## src/rtl/timer_ctrl.sv

```systemverilog
// timer_ctrl: register-mapped control stage in front of timer_dp.
// Holds the timer configuration (enable, periodic, irq_en, prescaler, 64-bit compare
// shadow), sequences the datapath through IDLE/ARM/RUN, and turns timer_dp's done
// pulse into a sticky pending flag plus a level interrupt.
// Ports:
//   clk, rst          clock, synchronous active-low reset
//   wr_en/rd_en/addr  register bus strobes and word address
//   wdata / rdata     write data / registered read data (valid with rvalid)
//   rvalid            read response, one cycle after rd_en
//   count_o           prescaled count enable to timer_dp
//   rst_counter_o     holds timer_dp's counter at 0 outside RUN
//   cmp_value_o       active compare value to timer_dp
//   done_i            expiry pulse from timer_dp
//   counter_i         timer_dp counter, read back through CNT_LO/CNT_HI
//   irq_o             pending & irq_en
module timer_ctrl #(
  parameter int PRESC_W = 16,
  parameter int ADDR_W  = 3
) (
  input  logic              clk,
  input  logic              rst,
  input  logic              wr_en,
  input  logic              rd_en,
  input  logic [ADDR_W-1:0] addr,
  input  logic [31:0]       wdata,
  output logic [31:0]       rdata,
  output logic              rvalid,
  output logic              count_o,
  output logic              rst_counter_o,
  output logic [63:0]       cmp_value_o,
  input  logic              done_i,
  input  logic [63:0]       counter_i,
  output logic              irq_o
);

  localparam logic [ADDR_W-1:0] A_CTRL   = ADDR_W'(0);
  localparam logic [ADDR_W-1:0] A_CMP_LO = ADDR_W'(1);
  localparam logic [ADDR_W-1:0] A_CMP_HI = ADDR_W'(2);
  localparam logic [ADDR_W-1:0] A_STATUS = ADDR_W'(3);
  localparam logic [ADDR_W-1:0] A_PRESC  = ADDR_W'(4);
  localparam logic [ADDR_W-1:0] A_CNT_LO = ADDR_W'(5);
  localparam logic [ADDR_W-1:0] A_CNT_HI = ADDR_W'(6);

  typedef enum logic [1:0] {S_IDLE, S_ARM, S_RUN} state_t;

  state_t               r_state, w_state_nxt;
  logic                 r_enable, r_periodic, r_irq_en, r_pending;
  logic [63:0]          r_shadow, r_cmp;
  logic [PRESC_W-1:0]   r_presc, r_presc_act, r_pcnt;
  logic [31:0]          r_rdata, w_rd_mux;
  logic                 r_rvalid;

  logic w_ctrl_wr, w_start, w_done, w_wrap, w_w1c;

  assign w_ctrl_wr = wr_en && (addr == A_CTRL);
  // A start request with an empty compare is refused: enable reads back 0.
  assign w_start   = w_ctrl_wr && wdata[0] && (r_shadow != 64'd0);
  // done_i only counts while the datapath is actually running.
  assign w_done    = done_i && (r_state == S_RUN);
  assign w_wrap    = (r_state == S_RUN) && (r_pcnt == r_presc_act);
  assign w_w1c     = wr_en && (addr == A_STATUS) && wdata[0];

  always_ff @(posedge clk) begin
    if (!rst) r_state <= S_IDLE;
    else      r_state <= w_state_nxt;
  end

  always_comb begin
    w_state_nxt   = r_state;
    count_o       = 1'b0;
    rst_counter_o = 1'b1;
    case (r_state)
      S_IDLE: if (w_start) w_state_nxt = S_ARM;
      S_ARM: begin
        w_state_nxt = S_RUN;
        if (w_ctrl_wr) w_state_nxt = w_start ? S_ARM : S_IDLE;
      end
      S_RUN: begin
        rst_counter_o = 1'b0;
        count_o       = w_wrap;
        // A CTRL write (restart or stop) takes priority over expiry.
        if (w_ctrl_wr)                  w_state_nxt = w_start ? S_ARM : S_IDLE;
        else if (done_i && !r_periodic) w_state_nxt = S_IDLE;
      end
      default: w_state_nxt = S_IDLE;
    endcase
  end

  always_ff @(posedge clk) begin
    if (!rst) begin
      r_enable    <= 1'b0;
      r_periodic  <= 1'b0;
      r_irq_en    <= 1'b0;
      r_pending   <= 1'b0;
      r_shadow    <= '0;
      r_cmp       <= '0;
      r_presc     <= '0;
      r_presc_act <= '0;
      r_pcnt      <= '0;
      r_rdata     <= '0;
      r_rvalid    <= 1'b0;
    end else begin
      if (w_ctrl_wr) begin
        r_enable   <= w_start;
        r_periodic <= wdata[1];
        r_irq_en   <= wdata[2];
      end else if (w_done && !r_periodic) begin
        r_enable <= 1'b0;
      end

      if (wr_en && addr == A_CMP_LO) r_shadow[31:0]  <= wdata;
      if (wr_en && addr == A_CMP_HI) r_shadow[63:32] <= wdata;
      if (wr_en && addr == A_PRESC)  r_presc <= wdata[PRESC_W-1:0];

      // Set beats clear when expiry and W1C land together.
      r_pending <= w_done | (r_pending & ~w_w1c);

      // The live compare only moves at arm time or a period boundary.
      if (r_state == S_ARM || (w_done && r_periodic)) r_cmp <= r_shadow;

      // New PRESC values are picked up only at a wrap so a period is never cut short.
      if (r_state != S_RUN || w_wrap) begin
        r_pcnt      <= '0;
        r_presc_act <= r_presc;
      end else begin
        r_pcnt <= r_pcnt + PRESC_W'(1);
      end

      r_rvalid <= rd_en;
      r_rdata  <= rd_en ? w_rd_mux : 32'd0;
    end
  end

  // Read mux samples the registers before this cycle's write lands.
  always_comb begin
    w_rd_mux = 32'd0;
    case (addr)
      A_CTRL:   w_rd_mux = {29'd0, r_irq_en, r_periodic, r_enable};
      A_CMP_LO: w_rd_mux = r_shadow[31:0];
      A_CMP_HI: w_rd_mux = r_shadow[63:32];
      A_STATUS: w_rd_mux = {31'd0, r_pending};
      A_PRESC:  w_rd_mux = 32'(r_presc);
      A_CNT_LO: w_rd_mux = counter_i[31:0];
      A_CNT_HI: w_rd_mux = counter_i[63:32];
      default:  w_rd_mux = 32'd0;
    endcase
  end

  assign rdata       = r_rdata;
  assign rvalid      = r_rvalid;
  assign cmp_value_o = r_cmp;
  assign irq_o       = r_pending & r_irq_en;

endmodule
```

## config.mk

```make
export PLATFORM = sky130hd
export DESIGN_NAME = timer_ctrl
export DESIGN_NICKNAME = d
export VERILOG_FILES = /design/src/rtl/timer_ctrl.sv
export SDC_FILE = /design/constraint.sdc
export NUM_CORES = 1
export LEC_CHECK = 0
export ABC_CLOCK_PERIOD_IN_PS = 2700
export CORE_MARGIN = 2
export CORE_UTILIZATION = 54
export DETAILED_ROUTE_END_ITERATION = 8
export GPL_TIMING_DRIVEN = 0
export PLACE_DENSITY = 0.91
export SYNTH_ARGS = -nofsm -noshare
export SYNTH_HDL_FRONTEND = slang
export SYNTH_SLANG_ARGS = --single-unit
export TNS_END_PERCENT = 10
```

## constraint.sdc

```tcl
create_clock -name clk -period 2.7 [get_ports clk]
set_clock_uncertainty 0.1 [all_clocks]
set_input_delay 0.54 -clock clk [delete_from_list [all_inputs] [get_ports clk]]
set_output_delay 0.54 -clock clk [all_outputs]
set_load 0.03 [all_outputs]
```

==> impl_metrics.csv <==
group,metric,value,unit
sta,relSlewSlack,0.344,
detailed_routing,wl_per_cell,20.4,um
power,p_leak,4.05,nW
logic_synthesis,synth.avg_cell_area,8.50,um^2
placement,io_buffers,202,
floorplan,die_w,133,um
sta,whs,0.360,ns
global_routing,track_usage,0.342,
logic_synthesis,ys_seq_area_frac,0.483,
global_routing,use_met1,0.438,
clock_network,cts_made_buffers,22,
setup_path,rr_endpoint,"r_enable$_SDFFE_PN0P_",
logic_synthesis,synth-edff-count,0,
setup_path,path_class,"input port to flop",
global_routing,grt_max_degree,14,
setup_path,required,3.03,ns
global_routing,met2_usage,0.540,
setup_path,crit_top_cell,"buf_2",
setup_path,worstRegToRegCells,5,
hold_path,holdPathStages,2,
global_routing,use_met3,0.0858,
setup_path,crit_family,"buffers and inverters",
setup_path,path_buf_inv,3,
final_layout,postLayoutCellArea,11900,um^2
detailed_routing,firstDrtPassIters,6,
placement,dp.final_hpwl,22.5,mm
hold_path,hold_start,"cmp_value_o[27]$_SDFFE_PN0P_",
final_layout,final_net_count,1380,
logic_synthesis,synth_seq_cells,215,
sta,finalHoldViolCount,0,
final_layout,syn_to_final_growth,33.3,%
sta,tightest_slew,0.981,ns
detailed_routing,remaining_drc_errors,0,
global_routing,grt_remaining_overflow,0,
logic_synthesis,synthArstFlopShare,0,
placement,dpl-instance-area,11200,um^2
setup_path,worst_r2r_startpoint,"r_shadow[29]$_SDFFE_PN0P_",
detailed_routing,num_vias,8943,
sta,period_share,0.967,
clock_network,cts.sinks,215,
setup_path,cp_slowest_cell,"nor2_1",
final_layout,drive_above_1_share,0.0620,
setup_path,endpoint_kind,"flop",
flow_run,cap_violations,0,
logic_synthesis,ys_dominant_reg_cell,"dfxtp_1",
setup_path,critPathMaxStageDelay,0.75,ns
clock_network,htreeDepth,1,
power,total_power,6.69,mW
detailed_routing,routed_wl,30.7,mm
logic_synthesis,syn_inst,1049,
clock_network,clock_path_buffers,3,
floorplan,rows,46,
global_routing,grt-busiest-layer,"met2",
setup_path,crit_arrival,2.94,ns
placement,place.gp.congestion,0.996,
global_routing,grt_pass1_vias,8698,
global_routing,antenna_found_initial,1,
hold_path,hp-class,"flop to flop",
sta,timing.final.crit_period,2.61,ns
sta,finalSetupViolations,0,
power,peakVddDrop,0.000488,V
floorplan,dieArea,17600,um^2
floorplan,ioPinCount,204,
power,powerDensity,563,nW/um^2
detailed_routing,via_per_inst,5.94,
logic_synthesis,yosys_warnings,0,
logic_synthesis,synth_area,8920,um^2
global_routing,grt_pass1_wl,47.4,mm
setup_path,start_kind,"input port",
final_layout,ff_latch_area,4310,um^2
final_layout,diodes,0,
floorplan,core_area,16000,um^2
final_layout,multiInputGateArea,4270,um^2
clock_network,cts_tree,"yes",
floorplan,die_y,133,um
detailed_routing,ant_nets,0,
sta,rsz0062_at_grt,"false",
clock_network,path_clk_slew,0.06,ns
floorplan,start_util,0.557,
sta,maxSlewViolCount,0,
logic_synthesis,synth_cell_types,44,
sta,fin_tns_setup,0,ns
setup_path,path_cells,"clkdlybuf4s50_1, nand2b_1, buf_2, nor2_1, buf_2, a22oi_1, a21oi_1",
clock_network,root_buffer,"clkbuf_16",
detailed_routing,drtIter0Drc,984,
clock_network,insertion_delay,0.51,ns
hold_path,hold_path_end,"cmp_value_o[27]$_SDFFE_PN0P_",
setup_path,rrSetupSlack,0.23,ns
status,status,"finished clean",
final_layout,fin_util,0.743,
final_layout,fill_cells,1155,
setup_path,worst-path-max-fanout,10,
sta,clock.fmax,383,MHz
logic_synthesis,synth_nets,1154,
## cell usage in the layout (no fill, tap or decap), types with 2 or more instances in the layout
cell type        Yosys  layout
clkbuf_16            0      22
clkbuf_8             0       4
nand4_1              7       7
buf_2               23      24
clkbuf_1            45      52
inv_1                3       3
xor2_1              21      21
nand3_1              9       9
nand2_1            336     336
nor2b_1              7       6
nor3b_2              2       2
a221oi_1             8       8
nor4_1              21      21
clkinv_2             0       4
buf_1                2       2
dfxtp_1            215     213
mux2i_1             24      24
nand2b_1             2       2
a21oi_1             27      27
and2_1               8       8
and3_1               4       4
a21boi_1            12      12
o21ai_0              3       3
xnor2_1              9       9
a22oi_1             49      49
mux2_2              10      10
nor3_1               3       3
clkdlybuf4s50_1      0     201
dfxtp_2              0       2
a21boi_0           132     132
nor2_1              49      49
## flip-flops by register name, summed over array words and instances, names as in the netlist
signal,count
cmp_value_o,64
r_enable,1
r_irq_en,1
r_pcnt,16
r_pending,1
r_periodic,1
r_presc,16
r_presc_act,16
r_shadow,64
r_state,2
rdata,32
rvalid,1
## logic make-up after synthesis
kind of cell / share of synthesized area
flops: 0.483
xor+xnor: 0.0295
simple gates: 0.214
buf+inv: 0.0387
compound gates: 0.191
fa+ha+maj: 0.00140
mux: 0.0421
## worst reg2reg max path: cells and delay by family, from the launching register on
family | cells | cell delay (ns)
compound gates | 1 | 0.21
flops | 1 | 0.40
simple gates | 4 | 1.64
## metal layers
| layer | vias to the layer above | routed length (um) |
|---|---|---|
| met5 | - | 0 |
| met4 | 0 | 1560 |
| met3 | 125 | 3790 |
| met2 | 637 | 13800 |
| met1 | 4171 | 11500 |
| li1 | 4010 | - |
## worst max-delay path by stage
stage,startpoint,endpoint,cells past startpoint
2_1_floorplan,r_pcnt[11]$_SDFF_PP0_,count_o,4
3_3_place_gp,addr[0],rdata[25]$_SDFF_PN0_,7
3_5_place_dp,addr[0],rdata[22]$_SDFF_PN0_,7
4_1_cts,r_pcnt[11]$_SDFF_PP0_,count_o,5
5_1_grt,addr[1],rdata[22]$_SDFF_PN0_,7
6_report,addr[1],rdata[22]$_SDFF_PN0_,7
## where the power goes
part	leakage [nW]	switching (mW)	internal, mW
clock	0.331	1.25	1.62
combinational	1.99	0.292	0.266
sequential	1.74	0.0460	3.21
## area by class of cell
type,instances,area share
multi-input cells,757,0.359
flip-flops and latches,215,0.362
plain buffers,73,0.0278
inverters,4,0.00126
clock buffers,33,0.0532
repair buffers,202,0.170
clock inverters,6,0.00368
well taps,216,0.0227
## Yosys cell counts, types with 2 or more instances
master / n / area [um^2]
a21boi_0: 132 / 991
a21boi_1: 12 / 90.1
a21oi_1: 27 / 135
a221oi_1: 8 / 70.1
a22oi_1: 49 / 368
and2_1: 8 / 50.1
and3_1: 4 / 25.0
buf_1: 2 / 7.51
buf_2: 23 / 115
clkbuf_1: 45 / 169
dfxtp_1: 215 / 4300
inv_1: 3 / 11.3
mux2_2: 10 / 113
mux2i_1: 24 / 240
nand2_1: 336 / 1260
nand2b_1: 2 / 12.5
nand3_1: 9 / 45.0
nand4_1: 7 / 43.8
nor2_1: 49 / 184
nor2b_1: 7 / 43.8
nor3_1: 3 / 15.0
nor3b_2: 2 / 25.0
nor4_1: 21 / 131
o21ai_0: 3 / 15.0
xnor2_1: 9 / 78.8
xor2_1: 21 / 184
## timing repair
action                     in CTS  in global routing
setup buffers                   0                  0
pin swaps                       0                  2
resized for setup               3                  5
hold endpoints to repair        0                  0
setup endpoints to repair       1                  2
hold buffers                    0                  0
## through the flow
stage                     worst slack (ns)  cells
after floorplan                      0.752   1049
after global placement              -0.315   1467
after detailed placement            -0.394   1467
after CTS                           0.0467   1506
after global routing                0.0340   1506
final                               0.0884   1506
Power figures use the tool's default switching activity.
